===== src/rtl/ccu_snoop_sequencer.sv =====
// Coherent snoop sequencer: fans one request out as AC snoops to every other core and merges the CR replies.
// Optional snoop timeout is compiled in by defining CCU_SNOOP_TIMEOUT_EN.
//
// state    | meaning
// S_IDLE   | ready to accept a new coherent request
// S_SNOOP  | issuing AC snoops and collecting CR responses
// S_RESULT | merged response presented until consumed
module ccu_snoop_sequencer #(
  parameter int NB_CORES  = 4,
  parameter int AddrWidth = 64,
  parameter int Timeout   = 256
) (
  input  logic                        clk_i,
  input  logic                        rst_i,
  input  logic                        req_valid_i,
  output logic                        req_ready_o,
  input  logic [$clog2(NB_CORES)-1:0] req_initiator_i,
  input  logic [AddrWidth-1:0]        req_addr_i,
  input  logic [3:0]                  req_snoop_i,
  output logic [NB_CORES-1:0]         ac_valid_o,
  input  logic [NB_CORES-1:0]         ac_ready_i,
  output logic [AddrWidth-1:0]        ac_addr_o,
  output logic [3:0]                  ac_snoop_o,
  input  logic [NB_CORES-1:0]         cr_valid_i,
  output logic [NB_CORES-1:0]         cr_ready_o,
  input  logic [NB_CORES*5-1:0]       cr_resp_i,
  output logic                        rsp_valid_o,
  input  logic                        rsp_ready_i,
  output logic                        rsp_data_o,
  output logic                        rsp_dirty_o,
  output logic                        rsp_shared_o,
  output logic                        rsp_error_o,
  output logic [$clog2(NB_CORES)-1:0] rsp_src_o
);

  localparam int IdxW = $clog2(NB_CORES);

  localparam logic [1:0] S_IDLE   = 2'd0;
  localparam logic [1:0] S_SNOOP  = 2'd1;
  localparam logic [1:0] S_RESULT = 2'd2;

  logic [1:0]           state_q;
  logic [NB_CORES-1:0]  ac_pend_q;
  logic [NB_CORES-1:0]  cr_pend_q;
  logic [NB_CORES-1:0]  dt_mask_q;
  logic                 dirty_q;
  logic                 shared_q;
  logic                 error_q;
  logic [AddrWidth-1:0] addr_q;
  logic [3:0]           snoop_q;

  logic [NB_CORES-1:0]  target_mask;
  logic [NB_CORES-1:0]  ac_hs;
  logic [NB_CORES-1:0]  cr_hs;
  logic [NB_CORES-1:0]  ac_pend_nxt;
  logic [NB_CORES-1:0]  cr_pend_nxt;
  logic [NB_CORES-1:0]  dt_new;
  logic                 err_new;
  logic                 dirty_new;
  logic                 shared_new;
  logic                 snoop_done;
  logic                 tmo_hit;
  logic                 in_result;
  logic [IdxW-1:0]      src;
  logic [NB_CORES-1:0]  unused_was_unique;

  // An out-of-range initiator matches no index, so every core is snooped.
  always_comb begin
    target_mask = '0;
    for (int i = 0; i < NB_CORES; i++) begin
      target_mask[i] = (req_initiator_i != IdxW'(i));
    end
  end

  assign ac_hs       = ac_pend_q & ac_ready_i;
  assign cr_hs       = cr_pend_q & cr_valid_i;
  assign ac_pend_nxt = ac_pend_q & ~ac_hs;
  // A core becomes CR-eligible only from the cycle after its AC handshake.
  assign cr_pend_nxt = (cr_pend_q & ~cr_hs) | ac_hs;
  assign snoop_done  = (ac_pend_nxt == '0) && (cr_pend_nxt == '0);

  always_comb begin
    dt_new            = '0;
    err_new           = 1'b0;
    dirty_new         = 1'b0;
    shared_new        = 1'b0;
    unused_was_unique = '0;
    for (int i = 0; i < NB_CORES; i++) begin
      dt_new[i]            = cr_hs[i] & cr_resp_i[i*5];
      err_new              = err_new    | (cr_hs[i] & cr_resp_i[i*5+1]);
      dirty_new            = dirty_new  | (cr_hs[i] & cr_resp_i[i*5+2]);
      shared_new           = shared_new | (cr_hs[i] & cr_resp_i[i*5+3]);
      unused_was_unique[i] = cr_resp_i[i*5+4];
    end
  end

`ifdef CCU_SNOOP_TIMEOUT_EN
  localparam int CntW = $clog2(Timeout + 1);
  logic [CntW-1:0] tmo_cnt_q;

  always_ff @(posedge clk_i) begin
    if (rst_i || (state_q != S_SNOOP)) begin
      tmo_cnt_q <= '0;
    end else begin
      tmo_cnt_q <= tmo_cnt_q + 1'b1;
    end
  end

  assign tmo_hit = (state_q == S_SNOOP) && (tmo_cnt_q == CntW'(Timeout - 1));
`else
  localparam int unused_timeout = Timeout;
  assign tmo_hit = 1'b0;
`endif

  always_ff @(posedge clk_i) begin
    if (rst_i) begin
      state_q   <= S_IDLE;
      ac_pend_q <= '0;
      cr_pend_q <= '0;
      dt_mask_q <= '0;
      dirty_q   <= 1'b0;
      shared_q  <= 1'b0;
      error_q   <= 1'b0;
      addr_q    <= '0;
      snoop_q   <= '0;
    end else begin
      case (state_q)
        S_IDLE: begin
          if (req_valid_i) begin
            addr_q    <= req_addr_i;
            snoop_q   <= req_snoop_i;
            ac_pend_q <= target_mask;
            cr_pend_q <= '0;
            dt_mask_q <= '0;
            dirty_q   <= 1'b0;
            shared_q  <= 1'b0;
            error_q   <= 1'b0;
            state_q   <= S_SNOOP;
          end
        end
        S_SNOOP: begin
          dt_mask_q <= dt_mask_q | dt_new;
          dirty_q   <= dirty_q | dirty_new;
          shared_q  <= shared_q | shared_new;
          ac_pend_q <= ac_pend_nxt;
          cr_pend_q <= cr_pend_nxt;
          if (snoop_done) begin
            error_q <= error_q | err_new;
            state_q <= S_RESULT;
          end else if (tmo_hit) begin
            error_q   <= 1'b1;
            ac_pend_q <= '0;
            cr_pend_q <= '0;
            state_q   <= S_RESULT;
          end else begin
            error_q <= error_q | err_new;
          end
        end
        S_RESULT: begin
          if (rsp_ready_i) begin
            dt_mask_q <= '0;
            dirty_q   <= 1'b0;
            shared_q  <= 1'b0;
            error_q   <= 1'b0;
            state_q   <= S_IDLE;
          end
        end
        default: begin
          state_q   <= S_IDLE;
          ac_pend_q <= '0;
          cr_pend_q <= '0;
        end
      endcase
    end
  end

  // Lowest responding data source wins, independent of arrival order.
  always_comb begin
    src = '0;
    for (int i = NB_CORES - 1; i >= 0; i--) begin
      if (dt_mask_q[i]) src = IdxW'(i);
    end
  end

  assign in_result    = (state_q == S_RESULT);
  assign req_ready_o  = (state_q == S_IDLE);
  assign ac_valid_o   = ac_pend_q;
  assign cr_ready_o   = cr_pend_q;
  assign ac_addr_o    = addr_q;
  assign ac_snoop_o   = snoop_q;
  assign rsp_valid_o  = in_result;
  assign rsp_data_o   = in_result & (|dt_mask_q);
  assign rsp_dirty_o  = in_result & dirty_q;
  assign rsp_shared_o = in_result & shared_q;
  assign rsp_error_o  = in_result & error_q;
  assign rsp_src_o    = in_result ? src : '0;

endmodule


===== config.mk =====
export PLATFORM = sky130hd
export DESIGN_NAME = ccu_snoop_sequencer
export DESIGN_NICKNAME = d
export VERILOG_FILES = /design/src/rtl/ccu_snoop_sequencer.sv
export SDC_FILE = /design/constraint.sdc
export NUM_CORES = 1
export LEC_CHECK = 0
export BUFFER_PORTS_ARGS = -buffer_cell sky130_fd_sc_hd__buf_2
export CAP_MARGIN = 5
export CORE_MARGIN = 2
export CORE_UTILIZATION = 47
export DETAILED_ROUTE_END_ITERATION = 8
export PLACE_DENSITY = 0.84
export SLEW_MARGIN = 20
export SYNTH_ARGS = -nofsm -noshare
export SYNTH_HDL_FRONTEND = slang
export SYNTH_SLANG_ARGS = --single-unit
export TNS_END_PERCENT = 30

===== constraint.sdc =====
create_clock -name clk_i -period 2.1 [get_ports clk_i]
set_clock_uncertainty 0.15 [all_clocks]
set_input_delay 0.21 -clock clk_i [delete_from_list [all_inputs] [get_ports clk_i]]
set_output_delay 0.21 -clock clk_i [all_outputs]
set_load 0.01 [all_outputs]

After elaboration in Yosys (flattened, before gate mapping) --
Index checks and enable logic that the tools add are counted.
Operators by class: eq/ne operators 8, mux-type cells 20, bitwise logic cells 41, reduce and logical (&&, ||, !) cells 11
Operators by type and width (count):
- one-hot mux 4 bit (3 select lines) | 3
- AND 1 bit | 20
- AND 4 bit | 4
- two-way mux 2 bit | 8
- two-way mux 4 bit | 3
- bitwise OR 1 bit | 12
- != test 2 bit (second input constant) | 5
- one-hot mux 1 bit (3 select lines) | 3
- zero test 4 bit | 2
- inverter 4 bit | 2
- bitwise OR 4 bit | 2
- one-hot mux 2 bit (3 select lines) | 1
- AND reduction 3 bit | 2
- AND reduction 2 bit | 2
- OR reduction 4 bit | 1
- nonzero test 3 bit | 1
- == test 2 x 1 -> 1 bit (second input constant) | 1
- == test 2 bit (second input constant) | 1
- zero test 2 bit | 1
- two-way mux 1 bit | 2
- != test 2 x 1 -> 1 bit (second input constant) | 1
- nonzero test 2 bit | 1
- logical AND 1 bit | 1
- inverter 1 bit | 1
Word-level totals: register bits after elaboration 85, input bits 102, logic and storage cells 89

Longest topological paths before layout --
Gate-level depths: netlist of run 1.
depth in word-level cells 8, depth in mapped cells 8, mapped depth without buffers 6

Worst setup path after synthesis of run 1 --
Ideal clock, no wire load.
path type reg2reg, start point reg state_q[0], end point reg dt_mask_q[0], library setup time 0.131 ns, arrival time 1.147 ns, required time 1.819 ns, setup slack 0.672 ns, stages on the path, launching flop included 8, path buffers 1, clock period less this slack 1.428 ns, cells stage by stage dfxtp_1 -> buf_4 -> inv_2 -> nand2_2 -> inv_2 -> a21o_2 -> a41oi_1 -> nor2_1
Between the ends: cells in the longest elaborated chain, start to end 3, elaborated cells between the ends (all ways) 8, those cells by class eq/ne (4); mux (1); reduce/logical (3)
Ends and longest elaborated chain:
- start: declaration | line 42 | logic [1:0] state_q;
- start signal: assignment | line 117 | state_q <= S_IDLE;
- start signal: assignment | line 138 | state_q <= S_SNOOP;
- start signal: assignment | line 149 | state_q <= S_RESULT;
- == test 2 bit (*)
- net rsp_valid_o | line 27 | output logic rsp_valid_o,
- != test 2 bit (no line) / nonzero test 3 bit (equally long branches)
- AND reduction 3 bit (no line)
- end signal: assignment | line 142 | dt_mask_q <= dt_mask_q | dt_new;
- end: declaration | line 45 | logic [NB_CORES-1:0] dt_mask_q;
The timed path passes the listed nets; every way through them passes the cells marked *. A chain may end at the register's enable or synchronous reset.

Final worst setup path of run 1 --
start point reg state_q[1], end point reg addr_q[45] (netlist: ac_addr_o[45])
Between the ends: cells in the longest elaborated chain, start to end 2
Ends and longest elaborated chain:
- zero test 2 bit | line 127 | case (state_q)
- AND reduction 2 bit (no line)
- end signal: assignment | line 130 | addr_q <= req_addr_i;
- end: declaration | line 49 | logic [AddrWidth-1:0] addr_q;
Every way passes these cells.

==> results.py, run 1 <==
metrics = {
    "run_status": {
        "status": "finished clean",
    },
    "sta": {
        "max-slew-margin-rel_pct": 50.6,
        "setup_ws_ns": 0.152,
        "max_freq_mhz": 513,
        "whs_ns": 0.0238,
        "setup-violations-final": 0,
        "setup_tns_ns": 0,
        "finalCritPeriodShare_pct": 92.8,
        "final_hold_viol_count": 0,
        "drv_slew": 0,
        "fin_crit_ns": 1.95,
        "rsz0062_at_grt": "no",
        "worst_pin_slew_ns": 0.741,
    },
    "synthesis": {
        "yosys_warnings": 0,
        "synth.avg_cell_area_um2": 8.16,
        "synth-seq-area-share_pct": 51.0,
        "ys_ff_latch": 85,
        "syn_area_um2": 3340,
        "yosys.cell_types.count": 34,
        "syn_nets": 511,
        "synthCells": 409,
    },
    "floorplan": {
        "start_util_pct": 48.9,
        "die_y_um": 88.3,
        "die_area_um2": 7800,
        "fp-row-count": 30,
        "core_um2": 6830,
        "die_w_um": 88.3,
        "boundaryPins": 186,
    },
    "route": {
        "dr.first_iter.drc_count": 152,
        "via_count": 3846,
        "drtPass1Iterations": 4,
        "ant_nets": 0,
        "totalWireLength_um": 11200,
        "viasPerCell": 5.10,
        "avgRoutedWirePerCell_um": 14.9,
        "drc": 0,
    },
    "setup_path": {
        "r2r_end": "ac_addr_o[45]$_SDFFE_PP0P_",
        "cp_num_cells": 5,
        "critPathLaunchType": "flop",
        "end_kind": "flop",
        "slowest_stage": "buf_4",
        "startpoint": "state_q[1]$_SDFFE_PP0P_",
        "worstPathRequired_ns": 2.21,
        "critPathCapture": "ac_addr_o[45]$_SDFFE_PP0P_",
        "crit_chain": "nor2b_4 -> and2_2 -> buf_4 -> nand2_1 -> a21oi_1",
        "crit_type": "flop to flop",
        "critPathBufInv": 1,
        "cp_max_fo": 68,
        "reg2reg_depth": 5,
        "cp.arrival_ns": 2.06,
        "crit_family": "buffers and inverters",
        "cp_slowest_stage_delay_ns": 0.56,
        "crit-reg2reg-launch": "state_q[1]$_SDFFE_PP0P_",
        "r2r_setup_slack_ns": 0.15,
    },
    "global_route": {
        "antenna_found_initial": 0,
        "grt_max_degree": 69,
        "grt_pass1_wl_um": 16800,
        "grt-ovfl-total": 0,
        "first_global_vias": 3801,
        "grt_usage_pct": 27.8,
    },
    "cts": {
        "cts_made_buffers": 9,
        "htree_levels": 3,
        "clock-sinks": 85,
        "path_clk_slew_ns": 0.08,
        "cts_setup_buffers": 0,
        "cts-root-buf": "clkbuf_8",
        "clock_latency_ns": 0.34,
        "clock_path_buffers": 2,
        "cts_tree": "built",
    },
    "finish": {
        "final_common_cell": "buf_2",
        "final_cell_mix": "181 x buf_2, 128 x nand2_1, 85 x dfxtp_1, 71 x dlygate4sd3_1, 63 x a21oi_1",
        "drive_gt1_share_pct": 35.8,
        "fin_nets": 754,
        "final_area_um2": 5150,
        "area_growth_pct": 54.1,
    },
    "placed_design": {
        "place_area_um2": 4260,
        "hpwl_um": 6140,
        "finalWeightedCongestion": 0.850,
        "place.port_buffers": 181,
        "place_ws_ns": 0.273,
    },
    "power_and_ir_drop": {
        "power.density_nw_per_um2": 737,
        "p_leak_nw": 2.38,
        "peakVddDrop_mv": 0.454,
    },
    "worst_hold_path": {
        "worstHoldPathType": "primary input to flop",
    },
    "flow_run": {
        "maxCapViolCount": 0,
    },
}
==> Yosys cell counts, drive strengths merged <==
cell type | instances | area, um^2
nor2b | 5 | 38.8
o21ba | 1 | 10.0
nand2b | 1 | 6.26
inv | 8 | 30.0
a31o | 2 | 17.5
o211ai | 1 | 7.51
nor3 | 2 | 10.0
dfxtp | 85 | 1700
nand2 | 140 | 556
and2 | 4 | 25.0
nor3b | 2 | 15.0
o21bai | 1 | 7.51
a21oi | 77 | 438
a22oi | 4 | 30.0
a21o | 1 | 8.76
nor4 | 2 | 12.5
a311oi | 1 | 8.76
clkbuf | 11 | 41.3
a2bb2oi | 6 | 52.6
nor2 | 17 | 63.8
and4 | 1 | 8.76
a41oi | 3 | 26.3
or3 | 1 | 6.26
nand4 | 4 | 25.0
nand3 | 12 | 60.1
o21ai | 3 | 15.0
buf | 14 | 118
==> per-layer routing <==
metal	global-route usage (%)	up-vias	routed length, um
met1	28.3	1781	4130
met4	15.7	0	410
met5	0	-	0
met3	5.78	40	678
met2	52.3	180	5980
li1	-	1845	-
==> state kept, by name (all words and copies together) (netlist names) <==
register and cells:
ac_snoop_o 4, cr_ready_o 4, state_q 2, ac_valid_o 4, shared_q 1, dt_mask_q 4
error_q 1, ac_addr_o 64, dirty_q 1
==> timing repair <==
item	CTS	global route
resized for setup	0	0
hold buffers	71	0
endpoints found under the hold margin	71	0
endpoints found under the setup margin	0	0
==> how the worst min path moves through the flow <==
stage                                    start                          to  slack, ns  depth (start not counted)
finish                            cr_resp_i[0]   dt_mask_q[0]$_SDFFE_PP0P_       0.02                          3
global route                      cr_resp_i[0]   dt_mask_q[0]$_SDFFE_PP0P_       0.03                          3
CTS                               cr_resp_i[0]   dt_mask_q[0]$_SDFFE_PP0P_       0.01                          3
detailed placement   ac_addr_o[5]$_SDFFE_PP0P_   ac_addr_o[5]$_SDFFE_PP0P_       0.29                          2
global placement    ac_addr_o[58]$_SDFFE_PP0P_  ac_addr_o[58]$_SDFFE_PP0P_       0.29                          2
floorplan                       req_addr_i[48]  ac_addr_o[48]$_SDFFE_PP0P_       0.19                          2
==> kinds of logic after synthesis <==
family / Yosys count / synth area share [%]
flip-flops: 85 / 51.0
AND/OR/NAND/NOR: 191 / 24.8
buffers and inverters: 33 / 5.66
AO/OA/AOI/OAI: 100 / 18.6
==> final cells by class <==
type,count,area [um^2]
flip-flops and latches,85,1700
fillers,505,1690
repair buffers,257,1670
multi-input cells,291,1450
clock buffers,10,128
well taps,96,120
clock inverters,6,47.5
inverters,8,30.0
diodes,1,2.50
==> per-stage QoR <==
stage | power, mW | std cells | utilization (%)
finish | 3.79 | 754 | 75.3
global route | 3.98 | 753 | 75.3
CTS | 3.79 | 753 | 75.3
detailed placement | 2.66 | 666 | 62.3
global placement | 2.64 | 666 | 62.3
floorplan | 2.37 | 409 | -
==> report_power, final <==
part	switching (mW)	leakage, nW	internal (mW)
combinational	0.515	1.61	0.413
sequential	0.0819	0.697	1.75
clock	0.597	0.0751	0.436
==> worst reg2reg max path, delay by kind of cell, from the launching register on <==
family / cells / cell delay (ns)
flops: 1 / 0.39
buf+inv: 1 / 0.56
compound gates: 1 / 0.20
simple gates: 3 / 0.58
Power figures use the tool's default switching activity.
==> inputs of run 2 (changes only) <==
--- a/config.mk
+++ b/config.mk
@@ -5,12 +5,13 @@
 export SDC_FILE = /design/constraint.sdc
 export NUM_CORES = 1
 export LEC_CHECK = 0
+export ABC_AREA = 1
 export BUFFER_PORTS_ARGS = -buffer_cell sky130_fd_sc_hd__buf_2
 export CAP_MARGIN = 5
 export CORE_MARGIN = 2
 export CORE_UTILIZATION = 47
 export DETAILED_ROUTE_END_ITERATION = 8
-export PLACE_DENSITY = 0.84
+export PLACE_DENSITY = 0.85
 export SLEW_MARGIN = 20
 export SYNTH_ARGS = -nofsm -noshare
 export SYNTH_HDL_FRONTEND = slang
==> run 2 against run 1 <==
Compared with the run above: global-route usage is 0.31 points higher; worst setup slack improved by 0.083 ns; synthesized cell count rose by 8.1%; critical path depth did not move; worst hold slack improved by 0.018 ns; non-clock buffer count is 1 higher; area after synthesis fell by 2.1%; register-to-register slack improved by 0.15 ns; combinational power shrank 6.0%; sequential share of layout area down 0.14 points; first-iteration DRC count rose by 28%; die area shrank 2.0%; critical endpoint is now rsp_src_o[0]; largest power group unchanged.
==> results.py, run 2 <==
metrics = {
    "placed_design": {
        "hpwl_um": 6400,
        "place.port_buffers": 181,
        "placed_cells": 687,
        "finalWeightedCongestion": 0.902,
        "place_ws_ns": 0.441,
        "place_area_um2": 4230,
    },
    "cts": {
        "htree_levels": 3,
        "cts-root-buf": "clkbuf_8",
        "cts_made_buffers": 9,
        "path_clk_slew_ns": 0.08,
        "cts.repair.resized": 0,
        "clock-sinks": 85,
        "cts_tree": "built",
        "clock_latency_ns": 0.34,
        "ctsHoldBuffers": 72,
        "clock_path_buffers": 2,
        "cts_setup_buffers": 0,
    },
    "finish": {
        "area_growth_pct": 58.0,
        "largest_register_ffs": 64,
        "fin_nets": 792,
        "antenna_cells": 0,
        "stdcell_count": 775,
        "drive_gt1_share_pct": 30.6,
        "final_common_cell": "buf_2",
        "final_cell_mix": "181 x buf_2, 143 x nor2_1, 85 x dfxtp_1, 78 x o21ai_0, 72 x dlygate4sd3_1",
        "final_area_um2": 5170,
        "finish.utilization_pct": 76.5,
    },
    "floorplan": {
        "fp-row-count": 30,
        "core_um2": 6760,
        "start_util_pct": 48.4,
        "die_area_um2": 7640,
        "die_y_um": 87.4,
        "boundaryPins": 186,
        "die_w_um": 87.4,
    },
    "synthesis": {
        "syn_nets": 544,
        "synthCells": 442,
        "synth_edf_count": 0,
        "synth_top_family_by_area": "simple AND/OR/NAND/NOR gates",
        "async_flop_share_pct": 0,
        "yosysTopAreaCell": "dfxtp_1",
        "synth_ff_type": "dfxtp_1",
        "yosysTopAreaCellShare_pct": 52.0,
        "synthAdderAreaFrac_pct": 0,
        "synthXorXnorAreaFrac_pct": 0,
        "yosys.cell_types.count": 24,
        "synth-compound-area-share_pct": 15.3,
        "synth_common_cells": "143 x nor2_1, 85 x dfxtp_1, 78 x o21ai_0",
        "ys_ff_latch": 85,
        "synth.area.top_cells": "dfxtp_1 52%, nor2_1 16%, o21ai_0 12%, nand2_1 4.1%, nand3_1 2.6%",
        "synth_mux_area_share_pct": 0,
        "yosys.area_share.simple_pct": 26.6,
        "yosys_warnings": 0,
        "synth.avg_cell_area_um2": 7.40,
        "synth_most_common_cell": "nor2_1",
        "syn_area_um2": 3270,
        "synth-seq-area-share_pct": 52.0,
    },
    "route": {
        "ant_nets": 0,
        "dr.first_iter.drc_count": 195,
        "drtPass1Iterations": 4,
        "via_count": 3930,
        "viasPerCell": 5.07,
        "avgRoutedWirePerCell_um": 14.4,
        "drc": 0,
        "totalWireLength_um": 11200,
    },
    "global_route": {
        "grt_pass1_wl_um": 16900,
        "grt-ovfl-total": 0,
        "grt_max_degree": 55,
        "first_global_vias": 3776,
        "antenna_found_initial": 0,
        "grt_usage_pct": 28.1,
    },
    "setup_path": {
        "cp.arrival_ns": 1.51,
        "r2r_setup_slack_ns": 0.30,
        "end_kind": "output pin",
        "worstPathRequired_ns": 1.74,
        "critPathLaunchType": "flop",
        "slowest_stage": "dfxtp_1",
        "cp_max_fo": 5,
        "crit_type": "flop to output pin",
        "crit_chain": "inv_1 -> nor2_2 -> inv_2 -> nor3_1 -> buf_2",
        "crit-reg2reg-launch": "state_q[0]$_SDFFE_PP0P_",
        "startpoint": "state_q[1]$_SDFFE_PP0P_",
        "cp_slowest_stage_delay_ns": 0.41,
    },
    "sta": {
        "setup_tns_ns": 0,
        "finalCritPeriodShare_pct": 88.8,
        "worst_pin_slew_ns": 0.490,
        "fin_crit_ns": 1.87,
        "setup-violations-final": 0,
        "rsz0062_at_grt": "no",
        "drv_slew": 0,
        "final_hold_viol_count": 0,
        "max_freq_mhz": 536,
        "max-slew-margin-rel_pct": 67.1,
        "setup_ws_ns": 0.235,
        "whs_ns": 0.0421,
    },
    "flow_run": {
        "maxCapViolCount": 0,
    },
    "power_and_ir_drop": {
        "peakVddDrop_mv": 0.492,
        "power.total_mw": 4.00,
        "power.density_nw_per_um2": 774,
        "p_leak_nw": 2.53,
    },
    "worst_hold_path": {
        "worstHoldPathType": "primary input to flop",
        "hp-start": "req_snoop_i[2]",
    },
    "run_status": {
        "status": "finished clean",
    },
}
## run 2: worst paths after layout
check                          endpoint  cells after the start
min reg2reg        error_q$_SDFFE_PP0P_                      2
max reg2reg  ac_addr_o[13]$_SDFFE_PP0P_                      5
max                        rsp_src_o[0]                      5
min          ac_snoop_o[2]$_SDFFE_PP0P_                      3
## run 2: metal layers
metal  global-route usage, %  vias up  share of wire [%]
li1                        -     1915                  -
met1                    31.0     1777                 39
met2                    50.4      203                 50
met3                    6.64       35                7.3
met4                    13.3        0                3.2
met5                       0        -                  0
## run 2: report_power, final
part | switching (mW) | leakage (nW) | internal, mW
Combinational | 0.487 | 1.72 | 0.385
Sequential | 0.0971 | 0.703 | 1.77
Clock | 0.591 | 0.106 | 0.674
Total | 1.17 | 2.53 | 2.82
## run 2: area by class of cell
class / count / area (um^2)
Inverter: 26 / 97.6
Multi-Input combinational cell: 310 / 1370
Timing Repair Buffer: 258 / 1680
Tap cell: 80 / 100
Clock inverter: 7 / 97.6
Clock buffer: 9 / 124
Sequential cell: 85 / 1700
Fill cell: 449 / 1590
## run 2: cells by family (layout without fill, tap and decap cells)
family / after synthesis / after routing
and+or+nand+nor: 212 / 212
AOI/OAI and AO/OA: 98 / 98
DFF: 85 / 85
buffers and inverters: 47 / 300
## run 2: worst max-delay path, delay by kind of cell, from the launching register on
kind | cells | cell delay, ns
flops | 1 | 0.41
buf+inv | 3 | 0.37
simple gates | 2 | 0.40
